--- src/rtl/if_id_queue.sv ---
// Fetch-to-decode instruction queue: circular FIFO of {pc, instr} pairs between IF and ID.
// Latency: push visible at the head one cycle later; head entry is shown ahead with no extra read cycle.
// Backpressure: fetch_stall is raised from the registered count when full; decode holds the head with id_ready=0.
module if_id_queue #(
    parameter  int DEPTH = 2,
    localparam int PW    = $clog2(DEPTH),
    localparam int CW    = $clog2(DEPTH) + 1
) (
    input  logic          clk,
    input  logic          rst_n,
    input  logic          fetch_valid,
    input  logic [31:0]   fetch_pc,
    input  logic [31:0]   fetch_instr,
    output logic          fetch_stall,
    input  logic          flush,
    output logic          id_valid,
    input  logic          id_ready,
    output logic [31:0]   id_pc,
    output logic [31:0]   id_instr,
    output logic [31:0]   id_pc_plus4,
    output logic [CW-1:0] count
);

    localparam logic [CW-1:0] FULL_CNT = CW'(DEPTH);

    // Storage is never cleared: only entries between rd and wr pointers are ever shown.
    logic [31:0]   pc_mem_q    [DEPTH];
    logic [31:0]   instr_mem_q [DEPTH];

    logic [PW-1:0] wr_ptr_q, wr_ptr_d;
    logic [PW-1:0] rd_ptr_q, rd_ptr_d;
    logic [CW-1:0] count_q,  count_d;

    logic          push;
    logic          pop;

    // Status comes only from the registered count, so id_ready never reaches fetch_stall.
    assign fetch_stall = (count_q == FULL_CNT);
    assign id_valid    = (count_q != '0);
    assign count       = count_q;

    // Flush suppresses both handshakes; full blocks push even when decode pops this cycle.
    assign push = fetch_valid && !fetch_stall && !flush;
    assign pop  = id_valid && id_ready && !flush;

    // Head entry is presented directly; an empty queue shows a NOP at PC 0.
    assign id_pc       = id_valid ? pc_mem_q[rd_ptr_q]    : 32'h0;
    assign id_instr    = id_valid ? instr_mem_q[rd_ptr_q] : 32'h0;
    assign id_pc_plus4 = id_pc + 32'd4;

    // Next pointer/occupancy: DEPTH is a power of two so pointer wrap is natural overflow.
    always_comb begin
        wr_ptr_d = wr_ptr_q;
        rd_ptr_d = rd_ptr_q;
        count_d  = count_q;
        if (flush) begin
            wr_ptr_d = '0;
            rd_ptr_d = '0;
            count_d  = '0;
        end else begin
            if (push) wr_ptr_d = wr_ptr_q + 1'b1;
            if (pop)  rd_ptr_d = rd_ptr_q + 1'b1;
            case ({push, pop})
                2'b10:   count_d = count_q + 1'b1;
                2'b01:   count_d = count_q - 1'b1;
                default: count_d = count_q;
            endcase
        end
    end

    // Control state: reset outranks flush, which is folded into the _d values.
    always_ff @(posedge clk) begin
        if (!rst_n) begin
            wr_ptr_q <= '0;
            rd_ptr_q <= '0;
            count_q  <= '0;
        end else begin
            wr_ptr_q <= wr_ptr_d;
            rd_ptr_q <= rd_ptr_d;
            count_q  <= count_d;
        end
    end

    // Entry write at the tail on an accepted push; entries are otherwise held.
    always_ff @(posedge clk) begin
        if (push) begin
            pc_mem_q[wr_ptr_q]    <= fetch_pc;
            instr_mem_q[wr_ptr_q] <= fetch_instr;
        end
    end

endmodule

--- config.mk ---
export PLATFORM = sky130hd
export DESIGN_NAME = if_id_queue
export DESIGN_NICKNAME = d
export VERILOG_FILES = /design/src/rtl/if_id_queue.sv
export SDC_FILE = /design/constraint.sdc
export NUM_CORES = 1
export LEC_CHECK = 0
export CELL_PAD_IN_SITES_DETAIL_PLACEMENT = 2
export CELL_PAD_IN_SITES_GLOBAL_PLACEMENT = 2
export CORE_MARGIN = 10
export CORE_UTILIZATION = 34
export DETAILED_ROUTE_END_ITERATION = 10
export GPL_ROUTABILITY_DRIVEN = 0
export PLACE_DENSITY = 0.84
export SYNTH_ARGS = -nofsm -noshare
export SYNTH_HDL_FRONTEND = slang
export SYNTH_SLANG_ARGS = --single-unit
--- constraint.sdc ---
create_clock -name clk -period 7.6 [get_ports clk]
set_clock_uncertainty 0.05 [all_clocks]
set_input_delay 0.76 -clock clk [delete_from_list [all_inputs] [get_ports clk]]
set_output_delay 0.76 -clock clk [all_outputs]
set_load 0.005 [all_outputs]
==> results of run 1 <==
## sequential cells by signal, indices dropped and copies added (netlist names), named ones only
name         flops
instr_mem_q     64
pc_mem_q        64
count            2
rd_ptr_q         1
wr_ptr_q         1
## cell type report
class / instances / area (sq um) / area share [%]
Inverter: 8 / 30.0 / 0.360
Clock buffer: 19 / 433 / 5.18
Tap cell: 225 / 282 / 3.37
Antenna cell: 2 / 5.00 / 0.0599
Multi-Input combinational cell: 249 / 1790 / 21.5
Clock inverter: 13 / 158 / 1.89
Timing Repair Buffer: 171 / 1700 / 20.4
Sequential cell: 133 / 3950 / 47.3
## cells by family after synthesis
logic type / after synthesis
AND/OR/NAND/NOR: 138
XOR/XNOR: 32
multiplexers: 64
buffers and inverters: 28
AO/OA/AOI/OAI: 13
adder cells (fa/ha/maj): 2
flip-flops: 133
## layer usage
| layer | vias to the layer above | wire length, um | global-route usage (%) |
|---|---|---|---|
| met1 | 2004 | 7310 | 18.0 |
| met5 | - | 46 | 0 |
| li1 | 1859 | - | - |
| met3 | 21 | 1600 | 7.51 |
| met2 | 128 | 9340 | 27.8 |
| met4 | 8 | 134 | 3.32 |
## cells in the final DEF (no fill, tap or decap), types with 3 or more instances in the layout
cell type,n
nor4_2,4
nand4_1,4
nand2_1,10
nor2_1,69
edfxtp_1,128
clkdlybuf4s50_1,168
o21ai_0,3
xnor2_1,12
xor2_1,20
mux2i_1,63
bufinv_16,3
nor3_1,10
clkinv_4,3
clkbuf_16,17
nand3b_1,7
dfxtp_1,4
nand2b_1,3
nand3_1,16
inv_1,8
buf_4,3
a211oi_2,4
## worst min-delay path: stages, from the launching register on
cell and delay [ns]:
dfxtp_1 0.32, xor2_1 0.08, nor2_1 0.08
## stage by stage
step	util, %	setup WS, ns	hold slack, ns	cell area, sq um
floorplan	-	3.21	0.422	5880
global placement	45.3	3.38	0.439	7750
detailed placement	45.3	3.30	0.458	7750
CTS	48.8	2.77	0.476	8350
global route	48.8	2.62	0.488	8350
finish	48.8	2.91	0.472	8350
## Yosys cell counts
cell,instances,share of area [%]
a211oi_1,2,0.26
a211oi_2,4,0.85
a211oi_4,1,0.34
a21oi_1,2,0.17
and2_1,2,0.21
buf_1,3,0.19
buf_2,6,0.51
buf_4,6,0.77
buf_6,3,0.57
clkbuf_1,2,0.13
dfxtp_1,5,1.7
edfxtp_1,128,65
ha_1,2,0.43
inv_1,8,0.51
mux2_2,1,0.19
mux2i_1,63,11
nand2_1,10,0.64
nand2_2,1,0.11
nand2b_1,3,0.32
nand3_1,16,1.4
nand3b_1,7,0.89
nand4_1,4,0.43
nand4_2,2,0.43
nand4_4,1,0.36
nor2_1,71,4.5
nor2b_1,1,0.11
nor3_1,10,0.85
nor3_2,1,0.17
nor3b_1,1,0.13
nor4_1,2,0.21
nor4_2,4,0.85
nor4b_4,1,0.40
o21ai_0,3,0.26
o21ai_1,1,0.085
or3_1,1,0.11
xnor2_1,12,1.8
xor2_1,20,3.0
## power breakdown
part	total [W]	leakage (nW)	internal, W	switching (W)
Clock	0.000825	0.282	0.000514	0.000311
Combinational	0.000135	1.20	0.0000725	0.0000623
Sequential	0.000836	1.22	0.000827	0.00000901
## path summary, 6_finish.rpt
path	start	endpoint	slack, ns	cells after the start
hold reg to reg	rd_ptr_q	rd_ptr_q	0.47	2
hold / removal	rd_ptr_q	rd_ptr_q	0.47	2
setup reg to reg	count[0]	count[1]	4.80	7
setup / recovery	flip-flop	id_pc_plus4[30]	2.91	7
==> impl_results.md, run 1 <==
- Setup TNS: 0 ns
- Total GRT Usage: between 15 and 20%
- Setup Buffers After CTS: 0
- Mux share of post-synthesis cell area: between 10 and 15%
- Largest net degree at the start of global routing: between 60 and 70
- P&R area growth vs syn: 42.1%
- Cts bufs inserted: 17
- Initial Util: 34.3%
- CTS resizes: 0
- Final Cycle Share: slightly above 60%
- Total power: around 0.0018 W
- Synth Warn #: 0
- Mapped Cells: 410
- Final setup fails: 0
- Synth Net Count: between 400 and 500
- Drt via density: between 4 and 5
- Synth Area in Compound Gates: around 2.0%
- Max Freq: 213 MHz
- Post-synthesis simple-gate area fraction: between 10% and 20%
- Slew headroom: between 20% and 30%
- Final WL: 18.4 mm
- Drt drc: 0
- Die H: 151 um
- I/O Pins: 169
- Fillers: between 1,500 and 2,000
- Nature of the critical path startpoint: flip-flop
- Root Buffer: clkbuf_16
- Cell family with most CP delay: buffers and inverters
- Xor-xnor portion of the synthesized cell area: 4.77%
- Slowest cell on the critical path: dfxtp_4
- Largest family of logic cells by synthesized area: simple AND/OR/NAND/NOR gates
- # H-tree levels: 4
- Antenna viol nets, final: 0
- Synth Area in Adders: less than 1%
- Largest stage delay on the critical path: about 0.8 ns
- Worst skew pair latency: slightly above 0.4 ns
- Hold/Removal Path Class: flip-flop to flip-flop
- Overflow left after global routing: 0
- Crit. End Element: primary output
- Hpwl dp: between 10 and 15 mm
- Mapped Avg Cell Area: ~14 sq um
- Post-route minimum period: between 4 and 5 ns
- Die W: roughly 150 um
- Unrepaired setup endpoints after global routing: false
- Yosys reg bits: ~130
- Final number of max-transition violations: 0
- Vias in the first global route: between 4,000 and 5,000
- Clock slew at reported path FFs: approximately 0.060 ns
- Req. time, crit path: 6.79 ns
- Core region area: 0.0171 sq mm
- Routed length per instance: 22.5 um
- Clk buf depth: 2
- Pleak: 2.70 nW
- Max IR drop VDD: about 0.14 mV
- Share of cells above drive strength 1: 8.60%
- Worst-path maximum fanout: 43
- Hold_buf cts: 0
- Final hold vios: 0
- TritonCTS clock tree: built
- Num rows: 48
- Sequential area share after synthesis: between 60% and 70%
- Kind of critical path: flip-flop to primary output
- Nets: around 650
- Clock sink count: about 130
- PwrDens: approximately 220 mW/mm^2
- First-pass detailed-route iteration total: 4
- Initial antenna violation count: 6
- WP data arrival: approximately 3.9 ns
- Non-Filler Instances: ~800
- Count of cell types in the netlist: 37
- Worst-Margin Slew: around 1.1 ns
- First-pass GRT wire length: approximately 28 mm
- IO Port Bufs: 168
- Mapped cell area: between 0.005 and 0.006 sq mm
- Initial DRC Count: around 140
- Maxcap violations: 0
- Critical path buffers and inverters: 2
- CP Cell Sequence: buf_4, nand3_1, a211oi_4, nand4_2, nor4_2, xor2_1, clkdlybuf4s50_1
- Vias: approximately 4,000
- Die area: 0.0229 sq mm
- Inst Count DP: 786
- Status: finished clean
No activity file was read; power rests on OpenSTA's default activity.
==> run 2: changes to the inputs <==
CORE_UTILIZATION = 29   (was 34)
PLACE_DENSITY = 0.76   (was 0.84)
clock period = 4 ns   (was 7.6 ns; I/O delays follow)
==> impl_results.md, run 2 (same netlist as run 1, synthesis figures left out) <==
- CP Cell Sequence: nor2_4, inv_1, nand2_1, inv_1, ha_1, nor4b_4, nand4_4, nor4_2, xor2_1, clkdlybuf4s50_1 (was buf_4, nand3_1, a211oi_4, nand4_2, nor4_2, xor2_1, clkdlybuf4s50_1)
- Initial Util: 29.2% (was 34.3%)
- Worst reg-to-reg path cell count: 3 (was 7)
- Initial DRC Count: 137 (was 138)
- First-pass GRT wire length: 27.8 mm (was 27.9 mm)
- Max Freq: between 200 and 300 MHz
- RR Endpoint: pc_mem_q[1][12] (was count[1])
- Unrepaired setup endpoints after global routing: false (unchanged)
- Hold_buf cts: 0 (unchanged)
- FF-to-FF Start: count[0] (unchanged)
- Worst-Margin Slew: 0.937 ns (was 1.05 ns)
- Clk buf depth: 2 (unchanged)
- TritonCTS clock tree: built (unchanged)
- Final number of max-transition violations: 0 (unchanged)
- Routed length per instance: 21.0 um (was 22.5 um)
- Slowest cell on the critical path: clkdlybuf4s50_1 (was dfxtp_4)
- Total GRT Usage: 13.9% (was 16.2%)
- Req. time, crit path: 3.55 ns (was 6.79 ns)
- Final Cycle Share: between 90% and 100%
- Setup slack, reg-to-reg: 1.69 ns (was 4.80 ns)
- Status: finished clean (unchanged)
- Final WL: 18.3 mm (was 18.4 mm)
- I/O Pins: 169 (unchanged)
- Largest stage delay on the critical path: 0.52 ns (was 0.81 ns)
- Pleak: 2.73 nW (was 2.70 nW)
- Drt drc: 0 (unchanged)
- Setup TNS: 0 ns (unchanged)
- Worst Hold Slack: 0.469 ns (was 0.472 ns)
- WP data arrival: 3.27 ns (was 3.88 ns)
- Final setup fails: 0 (unchanged)
- Max IR drop VDD: 0.304 mV (was 0.139 mV)
- P&R area growth vs syn: 44.3% (was 42.1%)
- IO Port Bufs: 168 (unchanged)
- Die W: 162 um (was 151 um)
- Share of cells above drive strength 1: 9.02% (was 8.60%)
- Worst setup path startpoint: count[0]
- Vias: 3,987 (was 4,020)
- Crit. End Element: primary output (unchanged)
- Initial antenna violation count: 5 (was 6)
- Slew headroom: 37.6% (was 29.7%)
- Hold/Removal Path Class: flip-flop to flip-flop (unchanged)
- Num rows: 52 (was 48)
- Hpwl dp: 13.6 mm (was 13.2 mm)
- Drt via density: 4.57 (was 4.90)
- Setup Buffers After CTS: 0 (unchanged)
- WHS Path Cells: 2 (unchanged)
- Largest net degree at the start of global routing: 65 (unchanged)
- Clock sink count: 133 (unchanged)
- Worst skew pair latency: 0.42 ns (was 0.41 ns)
- Total power: 0.00344 W (was 0.00180 W)
- Die area: 0.0264 sq mm (was 0.0229 sq mm)
- PwrDens: 405 mW/mm^2 (was 215 mW/mm^2)
- Worst Setup EP: id_pc_plus4[30] (unchanged)
- Overflow left after global routing: 0 (unchanged)
- Nature of the critical path startpoint: flip-flop (unchanged)
- Maxcap violations: 0 (unchanged)
- Vias in the first global route: 4,594 (was 4,611)
- Critical path's most frequent cell: inv_1
- Most common cell after layout, fill and taps aside: clkdlybuf4s50_1 (unchanged)
- Most frequent cells in the layout: clkdlybuf4s50_1, edfxtp_1, nor2_1 (unchanged)
- Kind of critical path: flip-flop to primary output (unchanged)
- Nets: 657 (was 651)
- Antenna viol nets, final: 0 (unchanged)
- CTS resizes: 0 (unchanged)
- Core region area: 0.0201 sq mm (was 0.0171 sq mm)
- Post-route minimum period: between 3 and 4 ns
- Root Buffer: clkbuf_16 (unchanged)
- Clock slew at reported path FFs: 0.05 ns (was 0.06 ns)
- # H-tree levels: 4 (unchanged)
- Final hold vios: 0 (unchanged)
- Cts bufs inserted: 17 (unchanged)
- First-pass detailed-route iteration total: 4 (unchanged)
- Worst-path maximum fanout: 10 (was 43)
- Die H: 162 um (was 151 um)
[run 2: changes by cell type in the layout (fill, tap and decap cells not counted)]
cell / previous run / this run
clkinv_4: 3 / 0
diode_2: 2 / 3
bufinv_16: 3 / 4
inv_6: 1 / 0
buf_4: 3 / 8
clkinv_1: 2 / 4
clkbuf_1: 2 / 3
clkbuf_16: 17 / 18
[run 2: final cells by class]
| class | instances | area, sq um |
|---|---|---|
| fill | 1971 | 11600 |
| timing repair buffer | 177 | 1770 |
| clock inverter | 12 | 160 |
| clock buffer | 20 | 437 |
| tap | 270 | 338 |
| multi-input combinational | 249 | 1790 |
| sequential | 133 | 3950 |
| antenna | 3 | 7.51 |
| inverter | 8 | 30.0 |
[run 2: worst min-delay path by stage]
stage | start | endpoint
4_1_cts | rd_ptr_q | rd_ptr_q
3_5_place_dp | rd_ptr_q | flip-flop
3_3_place_gp | rd_ptr_q | rd_ptr_q
2_1_floorplan | rd_ptr_q | flip-flop
6_report | rd_ptr_q | rd_ptr_q
5_1_grt | fetch_pc[0] | pc_mem_q[0][0]
[run 2: report_power, final]
part	internal, W	leakage, nW	switching, W
sequential	0.00157	1.22	0.0000149
clock	0.00103	0.284	0.000561
combinational	0.000140	1.23	0.000120
total	0.00274	2.73	0.000696
[run 2: metal layers]
layer,wire length [um],track usage (%),vias to the layer above
met1,7160,15.0,1975
met2,9290,23.7,129
li1,-,-,1859
met4,213,3.89,4
met3,1600,6.75,20
met5,20,0,-
[run 2: per-stage QoR]
step | area (sq um) | worst slack [ns] | instances | utilization [%]
2_1_floorplan | 5880 | 0.938 | 410 | -
3_3_place_gp | 7850 | 0.583 | 836 | 39.0
3_5_place_dp | 7850 | 0.476 | 836 | 39.0
4_1_cts | 8450 | 0.00625 | 868 | 42.0
5_1_grt | 8470 | 0.0293 | 870 | 42.1
6_report | 8480 | 0.278 | 872 | 42.2
[run 2: worst max-delay path: cells and delay by family, from the launching register on]
| kind | cells | cell delay (ns) |
|---|---|---|
| buffers and inverters | 3 | 0.73 |
| XOR/XNOR | 1 | 0.18 |
| flip-flops | 1 | 0.47 |
| adder cells (fa/ha/maj) | 1 | 0.19 |
| AND/OR/NAND/NOR | 5 | 1.28 |
